**config.mk**
```make
export PLATFORM = sky130hd
export DESIGN_NAME = sys_ctrl_fsm
export DESIGN_NICKNAME = d
export VERILOG_FILES = /design/src/rtl/sys_ctrl_fsm.sv
export SDC_FILE = /design/constraint.sdc
export NUM_CORES = 1
export LEC_CHECK = 0
export CAP_MARGIN = 40
export CORE_UTILIZATION = 45
export DETAILED_ROUTE_END_ITERATION = 8
export HOLD_SLACK_MARGIN = 0.08
export PLACE_DENSITY_LB_ADDON = 0.05
export SLEW_MARGIN = 20
export SYNTH_ARGS = -nofsm -noshare
export SYNTH_HDL_FRONTEND = slang
export SYNTH_SLANG_ARGS = --single-unit
```
**constraint.sdc**
```tcl
create_clock -name CLK -period 1.6 [get_ports CLK]
set_input_delay 0.24 -clock CLK [delete_from_list [all_inputs] [get_ports CLK]]
set_output_delay 0.24 -clock CLK [all_outputs]
set_load 0.01 [all_outputs]
```
**src/rtl/sys_ctrl_fsm.sv**
```systemverilog
// Command-frame controller: decodes UART command frames into register-file and ALU
// operations and returns read data / ALU results byte-by-byte to the TX FIFO.
module sys_ctrl_fsm #(
  parameter int unsigned DATA_WIDTH     = 8,
  parameter int unsigned ADDR_WIDTH     = 4,
  parameter int unsigned ALU_OUT_WIDTH  = 16,
  parameter int unsigned TIMEOUT_CYCLES = 255
) (
  input  logic                     CLK,
  input  logic                     RST,
  input  logic [DATA_WIDTH-1:0]    RX_P_DATA,
  input  logic                     RX_D_VLD,
  output logic                     RF_WR_EN,
  output logic                     RF_RD_EN,
  output logic [ADDR_WIDTH-1:0]    RF_ADDR,
  output logic [DATA_WIDTH-1:0]    RF_WR_DATA,
  input  logic [DATA_WIDTH-1:0]    RF_RD_DATA,
  input  logic                     RF_RD_DATA_VLD,
  output logic                     ALU_EN,
  output logic [3:0]               ALU_FUN,
  input  logic [ALU_OUT_WIDTH-1:0] ALU_OUT,
  input  logic                     ALU_OUT_VLD,
  output logic                     CLK_GATE_EN,
  output logic [DATA_WIDTH-1:0]    TX_P_DATA,
  output logic                     TX_D_VLD,
  input  logic                     TX_FIFO_FULL
);

  localparam logic [DATA_WIDTH-1:0] CmdWr     = DATA_WIDTH'(8'hAA);
  localparam logic [DATA_WIDTH-1:0] CmdRd     = DATA_WIDTH'(8'hBB);
  localparam logic [DATA_WIDTH-1:0] CmdAluOp  = DATA_WIDTH'(8'hCC);
  localparam logic [DATA_WIDTH-1:0] CmdAluNop = DATA_WIDTH'(8'hDD);
  localparam logic [7:0]            TimeoutCnt = 8'(TIMEOUT_CYCLES);

  typedef enum logic [3:0] {
    StIdle, StWrAddr, StWrData, StRdAddr, StRdWait, StTxRd,
    StOpA, StOpB, StAluFun, StAluWait, StTxLsb, StTxMsb
  } state_e;

  state_e                  state_q, state_d;
  logic [7:0]              cnt_q, cnt_d;
  logic [ADDR_WIDTH-1:0]   wr_addr_q, wr_addr_d;
  logic [DATA_WIDTH-1:0]   res_msb_q, res_msb_d;
  logic                    rf_wr_en_q, rf_wr_en_d;
  logic                    rf_rd_en_q, rf_rd_en_d;
  logic [ADDR_WIDTH-1:0]   rf_addr_q, rf_addr_d;
  logic [DATA_WIDTH-1:0]   rf_wr_data_q, rf_wr_data_d;
  logic                    alu_en_q, alu_en_d;
  logic [3:0]              alu_fun_q, alu_fun_d;
  logic                    clk_gate_en_q, clk_gate_en_d;
  logic [DATA_WIDTH-1:0]   tx_p_data_q, tx_p_data_d;
  logic                    tx_vld;

  assign tx_vld = (state_q inside {StTxRd, StTxLsb, StTxMsb}) && !TX_FIFO_FULL;

  always_comb begin
    state_d      = state_q;
    cnt_d        = cnt_q;
    wr_addr_d    = wr_addr_q;
    res_msb_d    = res_msb_q;
    rf_wr_en_d   = 1'b0;
    rf_rd_en_d   = 1'b0;
    rf_addr_d    = rf_addr_q;
    rf_wr_data_d = rf_wr_data_q;
    alu_en_d     = 1'b0;
    alu_fun_d    = alu_fun_q;
    tx_p_data_d  = tx_p_data_q;

    unique case (state_q)
      StIdle: begin
        if (RX_D_VLD) begin
          if (RX_P_DATA == CmdWr)          state_d = StWrAddr;
          else if (RX_P_DATA == CmdRd)     state_d = StRdAddr;
          else if (RX_P_DATA == CmdAluOp)  state_d = StOpA;
          else if (RX_P_DATA == CmdAluNop) state_d = StAluFun;
        end
      end
      StWrAddr: begin
        if (RX_D_VLD) begin
          wr_addr_d = RX_P_DATA[ADDR_WIDTH-1:0];
          state_d   = StWrData;
        end
      end
      StWrData: begin
        if (RX_D_VLD) begin
          rf_wr_en_d   = 1'b1;
          rf_addr_d    = wr_addr_q;
          rf_wr_data_d = RX_P_DATA;
          state_d      = StIdle;
        end
      end
      StRdAddr: begin
        if (RX_D_VLD) begin
          rf_rd_en_d = 1'b1;
          rf_addr_d  = RX_P_DATA[ADDR_WIDTH-1:0];
          cnt_d      = '0;
          state_d    = StRdWait;
        end
      end
      StRdWait: begin
        cnt_d = cnt_q + 8'd1;
        // A response arriving in the timeout cycle still wins.
        if (RF_RD_DATA_VLD) begin
          tx_p_data_d = RF_RD_DATA;
          state_d     = StTxRd;
        end else if (cnt_q == TimeoutCnt) begin
          state_d = StIdle;
        end
      end
      StTxRd: begin
        if (tx_vld) state_d = StIdle;
      end
      StOpA, StOpB: begin
        if (RX_D_VLD) begin
          rf_wr_en_d   = 1'b1;
          rf_addr_d    = (state_q == StOpA) ? ADDR_WIDTH'(0) : ADDR_WIDTH'(1);
          rf_wr_data_d = RX_P_DATA;
          state_d      = (state_q == StOpA) ? StOpB : StAluFun;
        end
      end
      StAluFun: begin
        if (RX_D_VLD) begin
          alu_en_d  = 1'b1;
          alu_fun_d = RX_P_DATA[3:0];
          cnt_d     = '0;
          state_d   = StAluWait;
        end
      end
      StAluWait: begin
        cnt_d = cnt_q + 8'd1;
        if (ALU_OUT_VLD) begin
          tx_p_data_d = ALU_OUT[DATA_WIDTH-1:0];
          res_msb_d   = ALU_OUT[ALU_OUT_WIDTH-1 -: DATA_WIDTH];
          state_d     = StTxLsb;
        end else if (cnt_q == TimeoutCnt) begin
          state_d = StIdle;
        end
      end
      StTxLsb: begin
        if (tx_vld) begin
          tx_p_data_d = res_msb_q;
          state_d     = StTxMsb;
        end
      end
      StTxMsb: begin
        if (tx_vld) state_d = StIdle;
      end
      default: state_d = StIdle;
    endcase

    clk_gate_en_d = state_d inside {StAluFun, StAluWait};
  end

  always_ff @(posedge CLK or negedge RST) begin
    if (!RST) begin
      state_q       <= StIdle;
      cnt_q         <= '0;
      wr_addr_q     <= '0;
      res_msb_q     <= '0;
      rf_wr_en_q    <= 1'b0;
      rf_rd_en_q    <= 1'b0;
      rf_addr_q     <= '0;
      rf_wr_data_q  <= '0;
      alu_en_q      <= 1'b0;
      alu_fun_q     <= '0;
      clk_gate_en_q <= 1'b0;
      tx_p_data_q   <= '0;
    end else begin
      state_q       <= state_d;
      cnt_q         <= cnt_d;
      wr_addr_q     <= wr_addr_d;
      res_msb_q     <= res_msb_d;
      rf_wr_en_q    <= rf_wr_en_d;
      rf_rd_en_q    <= rf_rd_en_d;
      rf_addr_q     <= rf_addr_d;
      rf_wr_data_q  <= rf_wr_data_d;
      alu_en_q      <= alu_en_d;
      alu_fun_q     <= alu_fun_d;
      clk_gate_en_q <= clk_gate_en_d;
      tx_p_data_q   <= tx_p_data_d;
    end
  end

  assign RF_WR_EN    = rf_wr_en_q;
  assign RF_RD_EN    = rf_rd_en_q;
  assign RF_ADDR     = rf_addr_q;
  assign RF_WR_DATA  = rf_wr_data_q;
  assign ALU_EN      = alu_en_q;
  assign ALU_FUN     = alu_fun_q;
  assign CLK_GATE_EN = clk_gate_en_q;
  assign TX_P_DATA   = tx_p_data_q;
  assign TX_D_VLD    = tx_vld;

endmodule

```
==> out/results.txt, run 1 <==
After detailed placement, the total cell area comes to 3840 sq um. Once detailed placement completed, the half-perimeter wirelength came to 5.15 mm. The last weighted congestion value of the routability-driven placer was 0.817. The run finished, with violations left. The cell with the most instances after synthesis is dfrtp_1.

The count of cell types in the netlist was 56. After synthesis, flip-flops and latches occupy 46.7% of the total area. In the post-synthesis netlist, the biggest area contributors are dfrtp_1, mux2_2, a22oi_1. In the routed layout, each cell is associated on average with a via count of 5.45.

The adder-cell share of the synthesized area was 0.449%. In this run, flip-flops and latches consume 32.5% of the power. In this run the horizontal extent of the chip is 80.7 um. The vias after detailed routing came out at 2,514. Once the floorplan was initialized, standard cells occupied 46.8% of the core. Synthesis handed over a netlist of 265 instances. The final reports fail on setup timing.

The number of port buffers came out at 66. The run gives 0 as the final count of pins violating max slew. The clock network burns 14.0% of the power. The setup slack after layout came out at -0.0251 ns. The library cell used as clock root buffer is clkbuf_8. Number of clock sinks: 52. For this run, the number of Yosys warnings is 0. The main combinational cell family by area after synthesis is compound AO/OA/AOI/OAI gates. The count of nets left with antenna violations once routing finished came out at 0.

Measured on the finished design, the core utilization comes to 71.8%. The final setup TNS is -0.199 ns. Relative area change from synthesis to final layout: 53.6%. Once layout is done, the placed cells without fillers occupy 4280 sq um. The switching share of power is 34.5%. TritonCTS built the clock tree. Power comes to 6.70 mW. The signal arrival time at the worst endpoint was 1.83 ns.

Die extent in y: 80.7 um. The share of the synthesized area in the top cell type was 46.7%; the number of max-cap violations was 0. Counting instances in the post-synthesis netlist gives the leading cell types as dfrtp_1, mux2_2, nor2_1. The logs give 28 for the number of standard-cell rows in the floorplan and 0 for the DRC violations left.

The proportion of power drawn by combinational gates is 53.5%. The synthesized netlist devotes 16.8% of its cell area to compound gates. Setup repair after global routing could not meet its margin everywhere.

The highest net fanout along the worst path is 8, and the portion of the clock cycle consumed by the worst path in the final layout is 102%. After synthesis the cells add up to 2790 sq um. The worst setup path is of the reg -> reg kind. The areal power density over the cells is 1570 nW/um^2. Total wire length after detailed routing: 7.49 mm. The count of pins on the block boundary is 67, and the minimum clock period after layout is 1.63 ns. The clock skew was 0.00729 ns; the number of nets in the final layout was 424. The clock tree synthesis step divided the H-tree into 2 levels. The number of antenna violations at the first check in global routing came out at 0. Counting flops and latches in the post-synthesis netlist gives 52. The logs give 1.80 ns for the required time of the worst setup path and 77 for the initial DRC count.

The share of flip-flops with an asynchronous set or reset after synthesis came out at 100%. Fill cells in the final layout number 456. Leading area contributor after synthesis: dfrtp_1. For the final hold violation count, the log shows 0. In the synthesized netlist the dominant register cell turns out to be dfrtp_1. The run gives 5960 sq um as the total core area. Internal power comes to 4.39 mW. The longest clock path from root to sink contains 2 buffers. After clock tree synthesis, the clock-pin slew on the worst setup and hold paths is 0.10 ns. For the number of nets produced by synthesis, the log shows 304. The normalized max-slew margin was 74.1%; the detail-routed net length per standard cell was 16.2 um. For this run, the detailed router's first-pass iteration total came to 4. The synthesized design contains 0 enable-type register cells. Setup violations remaining at the end of the flow were counted as 12.

The largest net degree at the start of global routing is 39. The logs give 2,460 for the via count of the first global-routing pass and 24.1% for the global routing usage summed across all routing layers. The first global-routing pass estimated 11.8 mm of wire. Clock tree synthesis inserted a total of 5 buffers. Switching power summed over all nets: 2.31 mW. The simple logic cell fraction of the synthesized area was 16.2%; the leakage dissipation was 1.93 nW. The minimum setup slack after placement is -0.268 ns. Summed over all layers, the global routing overflow is 0. STA classifies the critical path startpoint as a flip-flop. The average instance in the mapped netlist occupies 10.5 sq um. Static timing analysis puts the maximum clock frequency at 0.615 GHz. The multi-input combinational cells in the finished layout cover a total of 1530 sq um. The post-route netlist has 36.0% of its cells at a drive strength greater than 1. For the pin with the worst max-slew slack, the measured transition is 0.388 ns. For the largest voltage drop on the vdd net, the log shows 0.000836 V. Registers take 1310 sq um. The mux cell area share after synthesis works out to 12.9%.

Clock latency on the worst-skew pair, taken at its later pin, is 0.32 ns. The die covers 6510 sq um. The worst setup path is captured at a flip-flop. Of the total synthesized cell area, the portion taken by XOR and XNOR cells is 1.89%.

The repair_antennas step left the layout with diodes totalling 0. Kind of path behind the tightest hold check: in -> async.
==> path summary, 6_finish.rpt <==
kind	depth (start not counted)	startpoint	end	slack, ns
worst max register to register	5	state_q[3]	TX_P_DATA[2]	-0.03
worst min register to register	2	RF_ADDR[3]	RF_ADDR[3]	0.49
min in group CLK	2	RF_ADDR[3]	RF_ADDR[3]	0.49
worst min-delay path	2	RST	cnt_q[2]	0.37
worst max-delay path	5	state_q[3]	TX_P_DATA[2]	-0.03
max in group asynchronous	3	RST	state_q[1]	0.68
==> per-layer routing <==
metal	wire, um	vias to the layer above	global-route usage [%]
met5	0	-	0
met4	139	0	6.79
met3	416	15	5.57
met2	3740	75	41.5
met1	3190	1214	29.8
li1	-	1210	-
==> per-stage QoR <==
step	instances	hold slack, ns
finish	461	0.368
global route	461	0.407
CTS	458	0.383
detailed placement	441	0.181
global placement	441	0.181
floorplan	265	-0.0556
==> cell families after synthesis <==
kind of cell / Yosys count
AND/OR/NAND/NOR: 77
AO/OA/AOI/OAI: 69
flip-flops: 52
multiplexers: 32
buffers and inverters: 28
XOR/XNOR: 6
adder cells (fa/ha/maj): 1
==> sequential cells by signal, summed over array words and instances, names as in the netlist <==
| name | flops |
|---|---|
| cnt_q | 8 |
| ALU_EN | 1 |
| RF_WR_EN | 1 |
| RF_ADDR | 4 |
| res_msb_q | 8 |
| wr_addr_q | 4 |
| RF_WR_DATA | 8 |
| TX_P_DATA | 8 |
| state_q | 4 |
| RF_RD_EN | 1 |
| CLK_GATE_EN | 1 |
| ALU_FUN | 4 |
==> layout by cell type (no fill, tap or decap), types with 2 or more instances in the layout <==
cell	Yosys	layout
a21oi_1	12	10
a21oi_2	0	2
a21oi_4	1	2
a22oi_1	12	11
a31oi_1	3	2
a31oi_4	1	2
and2b_1	2	2
and3_1	3	3
and4_1	2	2
buf_12	0	3
buf_2	5	2
buf_4	3	47
buf_6	2	8
clkbuf_8	0	5
clkdlybuf4s50_1	0	64
clkinvlp_4	0	2
dfrtp_1	52	49
dfrtp_2	0	3
inv_1	14	12
mux2_2	32	24
mux2_4	0	8
nand2_1	16	13
nand2_2	1	3
nand2b_1	6	4
nand2b_4	0	2
nand3_1	5	5
nand3b_1	2	2
nand4_1	4	4
nor2_1	17	15
nor2_2	1	2
nor3_1	3	2
nor3_2	2	2
nor4bb_2	0	2
o2111ai_2	0	2
o211ai_1	3	3
o21ai_0	11	8
o21ai_1	8	10
o22ai_1	4	4
xor2_1	5	5
==> worst max-delay path, stage by stage (launching register included) <==
cell and delay, ns:
dfrtp_2 0.46, and2b_1 0.25, buf_6 0.12, a31oi_4 0.08
o21a_4 0.28, mux2_4 0.31
==> power groups by stage <==
stage / clock, mW / combinational [mW] / sequential (mW)
after floorplan: 0 / 1.47 / 2.28
after global placement: 0 / 3.03 / 2.15
after detailed placement: 0 / 3.08 / 2.16
after CTS: 0.955 / 3.37 / 2.16
after global routing: 1.01 / 3.84 / 2.25
final: 0.942 / 3.58 / 2.18
==> what timing repair did <==
action	CTS	global route
endpoints found under the setup margin	30	40
hold buffers	1	0
endpoints found under the hold margin	14	0
gates resized for setup	28	34
setup buffers	7	5
pin swaps	10	16
cloned	2	0
==> final cells by class <==
cell class,count,share of cell area [%]
Clock buffer,5,1.61
Clock inverter,3,1.08
Inverter,14,1.32
Multi-Input combinational cell,186,35.8
Sequential cell,52,30.5
Tap cell,75,2.19
Timing Repair Buffer,126,27.5
Note: power is estimated with default switching activity, not from simulation.
==> inputs of run 2 (changes only) <==
--- a/config.mk
+++ b/config.mk
@@ -14,3 +14,4 @@
 export SYNTH_ARGS = -nofsm -noshare
 export SYNTH_HDL_FRONTEND = slang
 export SYNTH_SLANG_ARGS = --single-unit
+export TNS_END_PERCENT = 10
==> out/results.txt, run 2 (synthesized netlist as in run 1, its figures left out) <==
The flow ran to the end, but the final reports show violations. The checks that failed: setup timing. The via count of the first global-routing pass was 2,487 (+1.1%); the transition time at the pin with the least slew margin was 0.383 ns (-0.00567 ns).

The worst hold path belongs to the class in -> async. Compared with the post-synthesis result, the final layout area differs by 55.6%. The tools report the non-filler instance count after layout as 472 (+2.4%). The share of layout cells above drive strength 1 came out at 36.3% (+0.26 points). The library cell used as clock root buffer is clkbuf_8.

The detail-routed net length per standard cell was 16.4 um (+0.88%); the total congestion overflow after global routing was 0 (unchanged). The placed cell area is 3870 sq um (+0.98%). The required time of the worst setup path is 1.81 ns (about the same). The vias after detailed routing was 2,584 (+2.8%); the number of standard-cell rows in the floorplan was 28 (unchanged). The number of max-cap violations was 0 (unchanged); the proportion of power drawn by combinational gates was 56.5% (+3.0 points). For the setup slack after layout, the log shows -0.0939 ns (-0.0689 ns). The largest voltage drop on the vdd net is 0.000822 V (-1.7%).

The post-layout total power is 6.77 mW (+0.99%). The design internal power was 4.41 mW (+0.38%); the minimum clock period after layout was 1.69 ns (+0.0689 ns). The logs give 0.379 ns (+0.0111 ns) for the minimum hold slack and 46.8% (unchanged) for the effective utilization at floorplan.

The run gives 74.1% (about the same) as the normalized max-slew margin. TritonCTS built the clock tree. Last weighted congestion value of the routability-driven placer: 0.849 (+3.9%).

The logs give 52 (unchanged) for the number of clock sinks and 2 (unchanged) for the number of H-tree levels. The DRC violations left was 0 (unchanged). The run gives 1.91 ns (+0.08 ns) as the signal arrival time at the worst endpoint.

The maximum buffer depth of the clock tree is 2 (unchanged). The tools report the type of element capturing the critical path as a flip-flop. The kind of critical path was reg -> reg. The placed instance count was 448 (+1.6%).

Global-route wire length before repair: 11.4 mm (-2.8%). The final setup TNS is -1.73 ns (-1.53 ns). The utilization after layout was 72.8% (+0.92 points); the number of nets in the final layout was 435 (+2.6%). The highest net fanout along the worst path came out at 6 (-2). The number of antenna violations at the first check in global routing is 0 (unchanged), and the final instance area is 4330 sq um (+1.3%). The post-DP HPWL was 5.21 mm (+1.2%). The power share of the clock group is 11.3% (-2.7 points). The portion of the clock cycle consumed by the worst path in the final layout is 106% (+4.3 points), and the portion of total power attributed to sequential cells is 32.2% (-0.3 points). The count of pins on the block boundary came out at 67 (unchanged). The tools report the die area as 6510 sq um (unchanged).

The total wire length after detailed routing is 7.74 mm (+3.3%), and the clock skew is 0.00684 ns (-0.000451 ns). The tools report the clock latency on the worst-skew pair as 0.31 ns (about the same). In the layout the commonest cells are clkdlybuf4s50_1, buf_4, dfrtp_1.

For the largest net degree at the start of global routing, the log shows 23 (-41%). The highest clock rate was 0.590 GHz (-4.1%); the total inserted antenna cells was 0 (unchanged). Die extent in y: 80.7 um (unchanged).

The most frequent standard cell in the layout excluding fill and tap cells was clkdlybuf4s50_1. Setup repair after global routing could not meet its margin everywhere. For the final count of pins violating max slew, the log shows 0 (unchanged). The worst setup path is launched from a flip-flop.

The die outline width came out at 80.7 um (unchanged). The via density per instance is 5.47 (+0.39%). The areal power density over the cells came out at 1560 nW/um^2 (-0.29%).

The initial DRC count was 84 (+9.1%). The run gives 27 (+15) as the final count of negative-setup-slack endpoints. The flop-to-flop setup slack is -0.09 ns (-0.07 ns).

The startpoint of the most critical register-to-register path was state_q[1]. Switching share of power: 34.9% (+0.40 points). The minimum setup slack after placement is -0.281 ns (-0.0129 ns), and the total core area is 5960 sq um (unchanged). The leakage dissipation is 1.99 nW (+3.1%), and the global routing usage summed across all routing layers is 23.4% (-0.63 points). The number of port buffers is 66 (unchanged), and the clock input transition at the sequential cells of the worst setup and hold paths is 0.10 ns (about the same). The cell count of the worst reg-to-reg path is 6 (+1). The switching power summed over all nets was 2.36 mW (+2.2%); the final hold violation count was 0 (unchanged).

The run gives 4 (unchanged) as the number of optimization iterations in the first detailed-route pass. The number of buffers created by CTS came out at 5 (unchanged). The endpoint of the worst-slack reg-to-reg timing path was state_q[2].

For the number of routed nets with antenna violations, the log shows 0 (unchanged).
==> run 2: changes by cell type in the layout (fill, tap and decap cells not counted), moves of 4 or more <==
cell / before / now
buf_6: 8 / 12
a22oi_2: 1 / 6
a22oi_1: 11 / 6
buf_4: 47 / 54
==> run 2: worst max-delay path, stage by stage, from the launching register on <==
cell and delay [ns]:
dfrtp_1 0.43, buf_6 0.16, buf_4 0.14, nor2_2 0.17, nand2_1 0.11, or4_1 0.49
o221ai_1 0.10
==> run 2: worst max-delay path by stage <==
| stage | startpoint | cells past startpoint | end |
|---|---|---|---|
| floorplan | state_q[3] | 5 | RF_WR_DATA[1] |
| global placement | RX_D_VLD | 7 | state_q[2] |
| detailed placement | RX_P_DATA[2] | 6 | state_q[2] |
| CTS | state_q[1] | 9 | CLK_GATE_EN |
| global route | state_q[1] | 8 | state_q[2] |
| finish | state_q[1] | 6 | state_q[2] |
==> run 2: power by group through the flow <==
stage / clock network [mW] / logic (mW) / registers (mW)
after floorplan: 0 / 1.47 / 2.28
after global placement: 0 / 3.06 / 2.15
after detailed placement: 0 / 3.10 / 2.17
after CTS: 0.791 / 3.37 / 2.16
after global routing: 0.825 / 4.10 / 2.24
final: 0.766 / 3.83 / 2.18
==> run 2: cell type report <==
type / count / area (sq um)
clock buffer: 6 / 72.6
clock inverter: 2 / 16.3
fill: 439 / 1620
inverter: 14 / 55.1
multi-input combinational: 185 / 1500
sequential: 52 / 1300
tap: 75 / 93.8
timing repair buffer: 138 / 1300
==> run 2: what timing repair did <==
action                                  in CTS  in global routing
buffers inserted                             8                  6
endpoints found under the hold margin       16                  0
pin swaps                                   11                  9
gates cloned                                 0                  1
hold buffers                                 1                  0
gates resized for setup                     26                 38
endpoints found under the setup margin      32                 40
==> run 2: metal layers <==
metal / up-vias / wire, um / track usage [%]
met1: 1259 / 3160 / 28.2
met4: 0 / 154 / 8.57
met2: 80 / 3950 / 41.5
met5: - / 0 / 0
met3: 15 / 474 / 4.09
li1: 1230 / - / -
==> inputs of run 3 (changes only) <==
--- a/config.mk
+++ b/config.mk
@@ -7,6 +7,7 @@
 export LEC_CHECK = 0
 export CAP_MARGIN = 40
 export CORE_UTILIZATION = 45
+export CTS_CLUSTER_SIZE = 20
 export DETAILED_ROUTE_END_ITERATION = 8
 export HOLD_SLACK_MARGIN = 0.08
 export PLACE_DENSITY_LB_ADDON = 0.05
==> results of run 3 <==
Final layout, timing and power as in run 2 (identical DEF).
